**src/rtl/load_store_align.sv**
```systemverilog
// load_store_align: sub-word data-memory access unit.
// Stores: packs a register value into byte/halfword/word lanes with byte enables.
// Loads: extracts the addressed lane from the memory word and sign/zero-extends it.
// Talks to memory through a req/ack handshake, so multi-cycle memories are tolerated.
module load_store_align (
    input  logic        CLK,
    input  logic        Reset,
    input  logic        start,
    input  logic        MemWrite,
    input  logic [1:0]  size,
    input  logic        ExtSel,
    input  logic [31:0] addr,
    input  logic [31:0] wdata,
    output logic        busy,
    output logic        done,
    output logic        misalign,
    output logic [31:0] rdata,
    output logic        mem_req,
    output logic        mem_we,
    output logic [31:0] mem_addr,
    output logic [3:0]  mem_be,
    output logic [31:0] mem_wdata,
    input  logic        mem_ack,
    input  logic [31:0] mem_rdata
);

    // Access size encodings.
    localparam logic [1:0] SzByte = 2'b00;
    localparam logic [1:0] SzHalf = 2'b01;
    localparam logic [1:0] SzWord = 2'b10;

    typedef enum logic [1:0] {
        StIdle,
        StReq,
        StDone
    } state_e;

    state_e state_q, state_d;

    // Captured access attributes, held for the whole of REQ.
    logic        we_q;
    logic [1:0]  size_q;
    logic        ext_q;
    logic [1:0]  lane_q;
    logic        misalign_q;
    logic [31:0] mem_addr_q;
    logic [3:0]  mem_be_q;
    logic [31:0] mem_wdata_q;
    logic [31:0] rdata_q;

    // Decoded values for the access currently presented on the inputs.
    logic        accept;
    logic        illegal;
    logic [3:0]  be_calc;
    logic [31:0] wdata_calc;

    // Load-path extraction from the returned memory word.
    logic [7:0]  byte_lane;
    logic [15:0] half_lane;
    logic [31:0] load_val;
    logic        load_complete;

    assign accept        = (state_q == StIdle) && start;
    assign load_complete = (state_q == StReq) && mem_ack && !we_q;

    // Alignment check: halfwords need addr[0] clear, words need addr[1:0] clear.
    always_comb begin
        illegal = 1'b0;
        case (size)
            SzByte:  illegal = 1'b0;
            SzHalf:  illegal = addr[0];
            SzWord:  illegal = (addr[1:0] != 2'b00);
            default: illegal = 1'b1;
        endcase
    end

    // Byte enables and lane-replicated store data for the requested size.
    always_comb begin
        be_calc    = 4'b0000;
        wdata_calc = wdata;
        case (size)
            SzByte: begin
                be_calc    = 4'b0001 << addr[1:0];
                wdata_calc = {4{wdata[7:0]}};
            end
            SzHalf: begin
                be_calc    = addr[1] ? 4'b1100 : 4'b0011;
                wdata_calc = {2{wdata[15:0]}};
            end
            SzWord: begin
                be_calc    = 4'b1111;
                wdata_calc = wdata;
            end
            default: begin
                be_calc    = 4'b0000;
                wdata_calc = wdata;
            end
        endcase
    end

    // State register; reset drops straight back to IDLE.
    always_ff @(posedge CLK or posedge Reset) begin
        if (Reset) begin
            state_q <= StIdle;
        end else begin
            state_q <= state_d;
        end
    end

    // Next-state logic.
    always_comb begin
        state_d = state_q;
        case (state_q)
            StIdle: begin
                if (start) begin
                    state_d = illegal ? StDone : StReq;
                end
            end
            StReq: begin
                if (mem_ack) begin
                    state_d = StDone;
                end
            end
            StDone: begin
                state_d = StIdle;
            end
            default: begin
                state_d = StIdle;
            end
        endcase
    end

    // Handshake and status outputs decoded from the current state.
    always_comb begin
        busy    = 1'b0;
        done    = 1'b0;
        mem_req = 1'b0;
        mem_we  = 1'b0;
        case (state_q)
            StIdle: begin
                busy = 1'b0;
            end
            StReq: begin
                busy    = 1'b1;
                mem_req = 1'b1;
                mem_we  = we_q;
            end
            StDone: begin
                busy = 1'b1;
                done = 1'b1;
            end
            default: begin
                busy = 1'b0;
            end
        endcase
    end

    // Capture the access when it is accepted in IDLE; starts while busy are dropped.
    always_ff @(posedge CLK or posedge Reset) begin
        if (Reset) begin
            we_q        <= 1'b0;
            size_q      <= SzByte;
            ext_q       <= 1'b0;
            lane_q      <= 2'b00;
            misalign_q  <= 1'b0;
            mem_addr_q  <= 32'h0;
            mem_be_q    <= 4'b0000;
            mem_wdata_q <= 32'h0;
        end else if (accept) begin
            we_q        <= MemWrite;
            size_q      <= size;
            ext_q       <= ExtSel;
            lane_q      <= addr[1:0];
            misalign_q  <= illegal;
            mem_addr_q  <= {addr[31:2], 2'b00};
            mem_be_q    <= be_calc;
            mem_wdata_q <= wdata_calc;
        end
    end

    // Select the addressed lane and extend it to 32 bits.
    always_comb begin
        byte_lane = 8'h00;
        unique case (lane_q)
            2'd0: byte_lane = mem_rdata[7:0];
            2'd1: byte_lane = mem_rdata[15:8];
            2'd2: byte_lane = mem_rdata[23:16];
            2'd3: byte_lane = mem_rdata[31:24];
        endcase
        half_lane = lane_q[1] ? mem_rdata[31:16] : mem_rdata[15:0];
        load_val  = mem_rdata;
        case (size_q)
            SzByte:  load_val = {{24{ext_q & byte_lane[7]}}, byte_lane};
            SzHalf:  load_val = {{16{ext_q & half_lane[15]}}, half_lane};
            default: load_val = mem_rdata;
        endcase
    end

    // Load result register: only a completed load updates it.
    always_ff @(posedge CLK or posedge Reset) begin
        if (Reset) begin
            rdata_q <= 32'h0;
        end else if (load_complete) begin
            rdata_q <= load_val;
        end
    end

    assign misalign  = misalign_q;
    assign rdata     = rdata_q;
    assign mem_addr  = mem_addr_q;
    assign mem_be    = mem_be_q;
    assign mem_wdata = mem_wdata_q;

endmodule

```
**config.mk**
```make
export PLATFORM = sky130hd
export DESIGN_NAME = load_store_align
export DESIGN_NICKNAME = d
export VERILOG_FILES = /design/src/rtl/load_store_align.sv
export SDC_FILE = /design/constraint.sdc
export NUM_CORES = 1
export LEC_CHECK = 0
export ABC_CLOCK_PERIOD_IN_PS = 3100
export CAP_MARGIN = 30
export CORE_MARGIN = 2
export CORE_UTILIZATION = 39
export DETAILED_ROUTE_END_ITERATION = 6
export GPL_TIMING_DRIVEN = 0
export PLACE_DENSITY = 0.89
export SKIP_LAST_GASP = 1
export SYNTH_ARGS = -nofsm -noshare
export SYNTH_HDL_FRONTEND = slang
export SYNTH_SLANG_ARGS = --single-unit
```
**constraint.sdc**
```tcl
create_clock -name CLK -period 3.1 [get_ports CLK]
set_input_delay 0.31 -clock CLK [delete_from_list [all_inputs] [get_ports CLK]]
set_output_delay 0.31 -clock CLK [all_outputs]
set_load 0.03 [all_outputs]
```
; ---- Word level (Yosys, flattened, before mapping)
; Index checks and enable logic that the tools add are counted.
; W data, S select, Z words.
[classes]
add_sub_neg = 0
div_mod_pow = 0
mux = 15
n_eq_ne = 10
order_cmp = 0
n_shift = 1
reduce_logical = 11
n_bitwise = 2
mul = 0
[ops]
columns = op, n
row1 = $pmux W32 S2, 2
row2 = $pmux W8 S4, 1
row3 = $mux W16, 1
row4 = $pmux W4 S3, 1
row5 = $eq A2 B1 Y1 const B, 4
row6 = $eq A2 B2 Y1 const B, 4
row7 = $logic_not A2 Y1, 4
row8 = $mux W2, 3
row9 = $mux W1, 4
row10 = $mux W4, 1
row11 = $ne A2 B2 Y1 const B, 2
row12 = $pmux W2 S2, 1
row13 = $shl A1 B2 Y4 const A, 1
row14 = $logic_and A1 B1 Y1, 3
row15 = $pmux W1 S3, 1
row16 = $and A1 B1 Y1, 2
row17 = $reduce_and A2 Y1, 1
row18 = $reduce_bool A2 Y1, 1
row19 = $reduce_or A2 Y1, 1
row20 = $logic_not A1 Y1, 1
[totals]
out_inout_bits = 105
n_memories = 0
ff_bits = 107
latchBits = 0
in_bits = 104
ram_bits = 0
rom_bits = 0

; ---- Logic depth before layout (Yosys ltp)
; Gate-level depths: netlist (run 1).
[depth]
word_depth = 5
depth_mapped = 8
ltp_nobuf = 6

; ---- Worst setup path after synthesis (run 1)
; OpenSTA, ideal clock, no wires.
[synth_timing]
kind = reg-to-reg
from = reg state_q[1]
to = reg rdata_q[7], in the netlist rdata[7]
path_slack_ns = 1.402
t_required_ns = 2.958
stages_incl_launch_ff = 7
arrival_ns = 1.556
period_less_slack_ns = 1.698
cell_sequence = dfrtp_1 > inv_1 > ha_1 > and3b_1 > clkbuf_1 > clkbuf_1 > a31oi_1
[synth_via]
elab_chain_cells = 3
[synth_lines]
columns = element, line_no
row1 = start: declaration, 38  ; state_e state_q, state_d;
row2 = start signal: assignment, 104  ; state_q <= StIdle;
row3 = start signal: assignment, 106  ; state_q <= state_d;
row4 = $eq A2 B1 Y1, 64  ; assign load_complete = (state_q == StReq) && mem_ack && !we_q;
row5 = $logic_and A1 B1 Y1 (2 in a row), 64
row6 = end signal: assignment, 204  ; rdata_q <= load_val;
row7 = end: declaration, 49  ; logic [31:0] rdata_q;
; Every way passes these cells.
; A chain may end at the register's enable or synchronous reset.

; ---- Worst setup path in the final report (run 1)
[layout_timing]
from = reg state_q[1]
to = out mem_we
[layout_via]
elab_chain_cells = 2
[layout_lines]
columns = element, line_no
row1 = $eq A2 B1 Y1, 139  ; case (state_q)
row2 = $mux W1, 139
row3 = end: declaration, 19  ; output logic mem_we,
; Every way passes these cells.

==> results of run 1 <==
[routing by layer]
| layer | share of wire (%) | vias up |
|---|---|---|
| met4 | 3.8 | 0 |
| met1 | 39 | 2184 |
| met5 | 0 | - |
| li1 | - | 2052 |
| met3 | 8.0 | 49 |
| met2 | 49 | 188 |
[sequential cells by signal (all words and copies together) (netlist names)]
name       count
state_q        2
mem_be         4
lane_q         2
we_q           1
rdata         32
size_q         2
ext_q          1
mem_wdata     32
misalign       1
mem_addr      30
[cell usage after synthesis]
cell type  instances  area, µm²
a211oi_4           1       20.0
a21boi_0           1       7.51
a21o_1             1       7.51
a21oi_1           58        290
a221o_1            1       10.0
a221oi_1           6       52.6
a222oi_1           1       10.0
a31o_2             1       8.76
a31oi_1            1       6.26
and2_1             2       12.5
and3_1             1       6.26
and3b_1            1       8.76
buf_2             12       60.1
buf_4              3       22.5
buf_6              3       33.8
clkbuf_1          16       60.1
conb_1             1       3.75
dfrtp_1          107       2680
ha_1               3       37.5
inv_1              5       18.8
mux2_2            48        541
mux2_4             1       15.0
mux2i_1           25        250
mux2i_2            2       27.5
nand2_1           49        184
nand2b_1          11       68.8
nand3b_1          14        105
nor2_1            27        101
nor2_4             1       11.3
nor2b_1            5       31.3
o21ai_0           42        210
o21ai_1            5       25.0
o21ai_4            1       16.3
o21bai_1           1       7.51
o22ai_1            2       12.5
o22ai_2            1       12.5
o2bb2a_1           1       10.0
or2_1              2       12.5
or2b_1             1       7.51
[power by group through the flow]
| stage | registers, mW | logic, mW | clock network (mW) |
|---|---|---|---|
| CTS | 2.51 | 4.67 | 1.22 |
| floorplan | 3.75 | 1.43 | 0 |
| finish | 2.52 | 4.64 | 1.20 |
| global route | 2.59 | 4.92 | 1.27 |
| global placement | 2.47 | 4.54 | 0 |
| detailed placement | 2.53 | 4.64 | 0 |
[cell families (layout without fill, tap and decap cells)]
family                   after synthesis  in the layout  synth area share (%)
AND/OR/NAND/NOR                      114            114                  11.0
AO/OA/AOI/OAI                        124            124                  14.1
multiplexers                          76             76                  16.7
adder cells (fa/ha/maj)                3              3                 0.750
buffers and inverters                 39            262                  3.90
other                                  1              2                0.0749
flip-flops                           107            107                  53.5
[area by class of cell]
type                       instances  area (µm²)  area share [%]
clock buffer                      12         267            3.49
tap                              172         215            2.82
clock inverter                     4        47.5           0.623
timing repair buffer             207        2090            27.4
sequential                       107        2680            35.1
buffer                            34         176            2.31
inverter                           5        22.5           0.295
multi-input combinational        319        2130            28.0
[path summary, 6_finish.rpt]
path                                            from                         to  slack (ns)
setup / recovery              state_q[1]$_DFFE_PP0P_                     mem_we        0.85
hold / removal                                 Reset  mem_wdata[28]$_DFFE_PP0P_        0.43
setup reg to reg              state_q[1]$_DFFE_PP0P_      rdata[20]$_DFFE_PP0P_        1.23
hold reg to reg            mem_wdata[25]$_DFFE_PP0P_  mem_wdata[25]$_DFFE_PP0P_        0.49
max in group asynchronous                      Reset     state_q[0]$_DFFE_PP0P_        2.01
min in group CLK           mem_wdata[25]$_DFFE_PP0P_  mem_wdata[25]$_DFFE_PP0P_        0.49
[worst max-delay path, delay by kind of cell, from the launching register on]
kind / cells / cell delay [ns]
adders and majority gates: 1 / 0.26
buffers and inverters: 2 / 0.78
and+or+nand+nor: 1 / 0.16
DFF: 1 / 0.39
[per-stage QoR]
step	power (mW)	cell area, µm²	instances	util (%)	hold WS, ns
global route	8.79	7630	860	60.7	0.516
CTS	8.40	7630	860	60.7	0.455
global placement	7.01	7280	842	57.9	0.463
finish	8.36	7630	860	60.7	0.426
floorplan	5.18	5010	465	-	0.461
detailed placement	7.17	7320	844	58.2	0.474
==> impl_metrics.tcl, run 1 <==
set metrics [dict create \
    p_int_mw 4.78 \
    fmax_ghz 0.444 \
    fin_worst_skew_ns 0.00929 \
    overflow 0 \
    pin_count 209 \
    pwr-share-comb_pct 55.6 \
    min_path_type "in -> async" \
    ys_ff_latch 107 \
    required_ns 2.79 \
    run_status "finished, final reports clean" \
    yosysWarnings 0 \
    htree_num_levels 3 \
    arrival_ns 1.94 \
    setup_ws_ns 0.847 \
    max-cap-violations 0 \
    synthDistinctLibCells 39 \
    grt_pass1_vias 4741 \
    die_w_um 117 \
    diodes 0 \
    first_iter_violations 333 \
    netSwitchingFraction_pct 42.8 \
    p_clk_share_pct 14.3 \
    post-route-min-period_ns 2.25 \
    grt_max_degree 44 \
    layout_commonest_cell "clkdlybuf4s50_1" \
    drc 0 \
    p_per_area_nw_per_um2 1090 \
    reg2regPathDepth 7 \
    dp_hpwl_mm 12.0 \
    dp_slack_ns 1.06 \
    cts_tree "done" \
    use_met1_pct 26.5 \
    cts_buffers 9 \
    grt_usage_pct 23.0 \
    nets 790 \
    slew_headroom_pct 49.1 \
    grt_pass1_wl_mm 24.1 \
    cts_setup_buffers 0 \
    synth_cells 464 \
    syn_area_um2 5000 \
    antenna_found_initial 0 \
    gp_congestion 0.857 \
    cts_sinks 107 \
    top_usage_layer "met2" \
    p_sw_mw 3.58 \
    rows 41 \
    final_max_slew_viol_count 0 \
    worst_setup_path_start_kind "register" \
    area_growth_syn_to_layout_pct 52.5 \
    p_leak_nw 3.19 \
    grt_setup_unrepaired "no" \
    drive_above_1_share_pct 13.5 \
    vdd_drop_max_uv 616 \
    initial_utilization_pct 39.8 \
    core_um2 12600 \
    ys_seq_area_share_pct 53.5 \
    syn_avg_cell_area_um2 10.8 \
    critPathSlowestCell "clkdlybuf4s50_1" \
    use_met3_pct 7.16 \
    hold_violations 0 \
    layout_common_cells "205 x clkdlybuf4s50_1, 107 x dfrtp_1, 58 x a21oi_1" \
    worstSetupEndpointType "output port" \
    power.share.sequential_pct 30.1 \
    insertion_delay_ns 0.36 \
    routed_wl_mm 15.6 \
    grtUsageMet2_pct 38.8 \
    tns_ns 0 \
    first_pass_iters 5 \
    cts_hold_buf 0 \
    num_vias 4473 \
    crit_chain "inv_1 -> ha_1 -> and2_1 -> clkdlybuf4s50_1" \
    tightest_slew_ns 0.762 \
    wl_per_cell_um 18.2 \
    place.port_buffers 205 \
    cts-root-buf "clkbuf_16" \
    period_share_pct 72.7 \
    slowest_delay_ns 0.69 \
    avgViaCountPerCell 5.20 \
    crit_fanout 6 \
    post_cts_resized 0 \
    die_area_um2 13800 \
    drtAntennaViolNets 0 \
    dieHeight_um 117 \
    finalSetupViolCount 0 \
    cts_max_path_buffers 2 \
    clkTransAtPathRegs_ns 0.07 \
    fillers 1009 \
    crit_type "reg -> out" \
]
Note: power is estimated with default switching activity, not from simulation.
==> run 2: changes to the inputs <==
--- a/config.mk
+++ b/config.mk
@@ -5,7 +5,7 @@
 export SDC_FILE = /design/constraint.sdc
 export NUM_CORES = 1
 export LEC_CHECK = 0
-export ABC_CLOCK_PERIOD_IN_PS = 3100
+export ABC_CLOCK_PERIOD_IN_PS = 1800
 export CAP_MARGIN = 30
 export CORE_MARGIN = 2
 export CORE_UTILIZATION = 39
==> constraint.sdc (replaced) <==
create_clock -name CLK -period 1.8 [get_ports CLK]
set_input_delay 0.18 -clock CLK [delete_from_list [all_inputs] [get_ports CLK]]
set_output_delay 0.18 -clock CLK [all_outputs]
set_load 0.03 [all_outputs]
==> impl_metrics.tcl, run 2 (synthesis gave the netlist of run 1 again) <==
set metrics [dict create \
    max-cap-violations 0 \
    utilization_pct 60.9 \
    crit_type "reg -> out" \
    cts_sinks 107 \
    grt_usage_pct 23.1 \
    dp_hpwl_mm 12.0 \
    clkTransAtPathRegs_ns 0.07 \
    wl_met2_mm 7.68 \
    top_layer "met4" \
    cts_max_path_buffers 2 \
    hold_ws_ns 0.303 \
    cp-startpoint "state_q[1]$_DFFE_PP0P_" \
    die_w_um 117 \
    antenna_found_initial 0 \
    cts-root-buf "clkbuf_16" \
    place.port_buffers 205 \
    avgViaCountPerCell 5.29 \
    pin_count 209 \
    cpLargestDelayFamily "buffers and inverters" \
    p_per_area_nw_per_um2 1880 \
    gp_congestion 0.857 \
    reg2regPathDepth 5 \
    die_area_um2 13800 \
    hold_violations 0 \
    slowest_delay_ns 0.43 \
    arrival_ns 1.51 \
    path_buf_inv 2 \
    crit_fanout 6 \
    final_max_slew_viol_count 0 \
    num_vias 4546 \
    dieHeight_um 117 \
    first_iter_violations 296 \
    wl_met3_mm 1.34 \
    drc 0 \
    htree_num_levels 3 \
    grt_max_degree 44 \
    worst_setup_path_start_kind "register" \
    r2r_end "mem_wdata[0]$_DFFE_PP0P_" \
    core_um2 12600 \
    p_leak_nw 3.22 \
    diodes 0 \
    wl_met1_mm 6.08 \
    place_area_um2 7320 \
    period_share_pct 93.6 \
    insertion_delay_ns 0.36 \
    initial_utilization_pct 39.8 \
    finalSetupViolCount 0 \
    wl_per_cell_um 18.3 \
    r2r_setup_slack_ns 0.12 \
    tightest_slew_ns 0.760 \
    grt_pass1_vias 4757 \
    cts_buffers 9 \
    grt_setup_unrepaired "no" \
    worstSetupEndpointType "output port" \
    nets 790 \
    drive_above_1_share_pct 14.5 \
    cp-endpoint "mem_req" \
    routed_wl_mm 15.7 \
    fmax_ghz 0.593 \
    area_growth_syn_to_layout_pct 52.9 \
    cp_num_cells 3 \
    required_ns 1.62 \
    min_path_type "in -> async" \
    run_status "finished, final reports clean" \
    rows 41 \
    first_pass_iters 5 \
    critPathSlowestCell "dlygate4sd2_1" \
    drtAntennaViolNets 0 \
    fin_worst_skew_ns 0.0100 \
    fillers 1005 \
    grt_pass1_wl_mm 24.1 \
    layout_commonest_cell "clkdlybuf4s50_1" \
    layout_common_cells "201 x clkdlybuf4s50_1, 107 x dfrtp_1, 58 x a21oi_1" \
    crit_chain "inv_1 -> ha_2 -> dlygate4sd2_1" \
    cts_tree "done" \
    overflow 0 \
    stdcell_area_um2 7650 \
    r2r_start "state_q[0]$_DFFE_PP0P_" \
    post-route-min-period_ns 1.69 \
    slew_headroom_pct 49.2 \
    vdd_drop_max_uv 1050 \
]
-- run 2: what timing repair did --
item	4_1_cts	5_1_grt
gates cloned	0	0
setup endpoints to repair	53	66
hold buffers	0	0
pin swaps	1	0
setup buffers	2	0
gates resized for setup	9	8
-- run 2: report_power, final --
group | switching [mW] | leakage, nW | internal (mW) | total (mW)
Sequential | 0.722 | 1.29 | 3.61 | 4.33
Clock | 0.879 | 0.155 | 1.19 | 2.07
Combinational | 4.57 | 1.78 | 3.43 | 8.00
-- run 2: worst min-delay path by stage --
| stage | startpoint | to | slack, ns | cells past startpoint |
|---|---|---|---|---|
| floorplan | wdata[4] | mem_wdata[4]$_DFFE_PP0P_ | 0.33 | 1 |
| global placement | mem_wdata[19]$_DFFE_PP0P_ | mem_wdata[19]$_DFFE_PP0P_ | 0.46 | 2 |
| detailed placement | mem_wdata[25]$_DFFE_PP0P_ | mem_wdata[25]$_DFFE_PP0P_ | 0.47 | 2 |
| CTS | Reset | mem_wdata[28]$_DFFE_PP0P_ | 0.32 | 2 |
| global route | Reset | mem_wdata[28]$_DFFE_PP0P_ | 0.39 | 2 |
| finish | Reset | mem_wdata[28]$_DFFE_PP0P_ | 0.30 | 2 |
-- run 2: layer usage --
layer | GRT usage [%] | vias to the layer above
li1 | - | 2060
met1 | 26.4 | 2215
met2 | 39.2 | 221
met3 | 7.16 | 50
met4 | 11.4 | 0
met5 | 0 | -
-- run 2: layout make-up --
type	count	area (µm²)	share of cell area [%]
Buffer	32	185	2.42
Clock buffer	12	267	3.48
Clock inverter	4	47.5	0.622
Inverter	5	22.5	0.294
Multi-Input combinational cell	319	2140	27.9
Sequential cell	107	2680	35.0
Tap cell	172	215	2.81
Timing Repair Buffer	209	2100	27.4
-- run 2: per-stage QoR --
step / setup slack (ns) / std cells / TNS (ns) / power (mW)
final: 0.115 / 860 / 0 / 14.4
after global routing: 0.00946 / 860 / 0 / 15.1
after CTS: -0.0632 / 862 / -0.178 / 14.5
after detailed placement: -0.107 / 844 / -1.10 / 12.3
after global placement: -0.688 / 842 / -73.21 / 12.1
after floorplan: 0.102 / 465 / 0 / 8.92
==> run 3: changes to the inputs <==
--- a/config.mk
+++ b/config.mk
@@ -12,6 +12,7 @@
 export DETAILED_ROUTE_END_ITERATION = 6
 export GPL_TIMING_DRIVEN = 0
 export PLACE_DENSITY = 0.89
+export REMOVE_ABC_BUFFERS = 1
 export SKIP_LAST_GASP = 1
 export SYNTH_ARGS = -nofsm -noshare
 export SYNTH_HDL_FRONTEND = slang
==> impl_metrics.tcl, run 3 (synthesis gave the netlist of run 1 again) <==
set metrics [dict create \
    vdd_drop_max_uv 1020 \
    p_total_mw 14.3 \
    tns_ns 0 \
    crit_type "reg -> reg" \
    grt_usage_pct 20.5 \
    worst_setup_path_start_kind "register" \
    insertion_delay_ns 0.35 \
    crit_fanout 31 \
    cts_max_path_buffers 2 \
    tightest_slew_ns 0.835 \
    drtAntennaViolNets 0 \
    rows 41 \
    initial_utilization_pct 39.8 \
    p_per_area_nw_per_um2 1870 \
    final_max_slew_viol_count 0 \
    cts_sinks 107 \
    pwr-share-comb_pct 54.7 \
    htree_num_levels 3 \
    critPathSlowestCell "dfrtp_1" \
    die_w_um 117 \
    power.share.sequential_pct 31.2 \
    place_inst 814 \
    max-cap-violations 0 \
    p_sw_mw 6.12 \
    overflow 0 \
    layout.cells.non_filler 837 \
    grt_max_degree 61 \
    diodes 0 \
    finalSetupViolCount 0 \
    num_vias 4329 \
    area_growth_syn_to_layout_pct 52.3 \
    pin_count 209 \
    first_pass_iters 4 \
    worstSetupEndpointType "register" \
    post-route-min-period_ns 1.72 \
    p_leak_nw 3.17 \
    run_status "finished, final reports clean" \
    slowest_delay_ns 0.73 \
    wl_per_cell_um 17.2 \
    hold_violations 0 \
    required_ns 2.03 \
    slew_headroom_pct 44.3 \
    fin_worst_skew_ns 0.00674 \
    drive_above_1_share_pct 13.8 \
    layout_common_cells "200 x clkdlybuf4s50_1, 105 x dfrtp_1, 58 x a21oi_1" \
    grt_setup_unrepaired "yes" \
    netSwitchingFraction_pct 42.9 \
    gp_congestion 0.830 \
    cts_tree "done" \
    grt_pass1_wl_mm 21.5 \
    p_int_mw 8.15 \
    routed_wl_mm 14.4 \
    clkTransAtPathRegs_ns 0.07 \
    dp_hpwl_mm 10.4 \
    place.port_buffers 206 \
    layout_commonest_cell "clkdlybuf4s50_1" \
    crit_chain "buf_16 -> nand3b_1 -> a21oi_1 -> a221oi_1 -> o21ai_1" \
    period_share_pct 95.5 \
    avgViaCountPerCell 5.17 \
    r2r_setup_slack_ns 0.08 \
    fmax_ghz 0.582 \
    cts_hold_buf 0 \
    p_clk_share_pct 14.1 \
    core_um2 12600 \
    cts_buffers 9 \
    first_iter_violations 218 \
    drc 0 \
    hold_ws_ns 0.301 \
    dieHeight_um 117 \
    arrival_ns 1.95 \
    min_path_type "in -> async" \
    nets 767 \
    grt_pass1_vias 4390 \
    cts-root-buf "clkbuf_16" \
    die_area_um2 13800 \
    antenna_found_initial 0 \
]
## run 3: final timing paths
check,startpoint,end,cells after the start
max,size_q[1]$_DFFE_PP0P_,rdata[1]$_DFFE_PP0P_,5
min,Reset,mem_addr[7]$_DFFE_PP0P_,2
max reg2reg,size_q[1]$_DFFE_PP0P_,rdata[1]$_DFFE_PP0P_,5
min reg2reg,mem_wdata[13]$_DFFE_PP0P_,mem_wdata[13]$_DFFE_PP0P_,2
max in group asynchronous,Reset,lane_q[1]$_DFFE_PP0P_,3
min in group CLK,addr[12],mem_addr[12]$_DFFE_PP0P_,2
## run 3: metal layers
metal	global-route usage, %	up-vias	wire, µm
li1	-	2011	-
met1	23.0	2112	5490
met2	34.4	181	7090
met3	8.03	25	1480
met4	9.18	0	316
met5	0	-	0
## run 3: worst max-delay path, delay by kind of cell (launching register included)
kind | cells | cell delay, ns
flops | 1 | 0.73
compound gates | 3 | 0.48
buf+inv | 1 | 0.25
simple gates | 1 | 0.14
## run 3: layout make-up
| type | instances | area [µm²] |
|---|---|---|
| Fill cell | 989 | 4950 |
| Sequential cell | 107 | 2680 |
| Timing Repair Buffer | 218 | 2240 |
| Multi-Input combinational cell | 319 | 2150 |
| Clock buffer | 10 | 229 |
| Tap cell | 172 | 215 |
| Clock inverter | 6 | 75.1 |
| Inverter | 5 | 21.3 |
## run 3: stage by stage
step / utilization, % / instance area (µm²) / worst slack, ns
2_1_floorplan: - / 4830 / -1.20
3_3_place_gp: 56.6 / 7110 / -2.65
3_5_place_dp: 57.5 / 7230 / -0.552
4_1_cts: 60.3 / 7570 / 0.00289
5_1_grt: 60.6 / 7620 / -0.0173
6_report: 60.6 / 7620 / 0.0812
## run 3: timing repair
action,in CTS,in global routing
endpoints found under the setup margin,87,66
pin swaps,2,2
cloned,0,0
resized for setup,14,3
setup buffers,4,3
## run 3: power by group through the flow
| stage | logic [mW] | clock network (mW) | registers [mW] |
|---|---|---|---|
| 2_1_floorplan | 2.12 | 0 | 6.62 |
| 3_3_place_gp | 7.37 | 0 | 4.48 |
| 3_5_place_dp | 7.72 | 0 | 4.50 |
| 4_1_cts | 7.73 | 2.08 | 4.47 |
| 5_1_grt | 8.30 | 2.16 | 4.60 |
| 6_report | 7.81 | 2.01 | 4.45 |
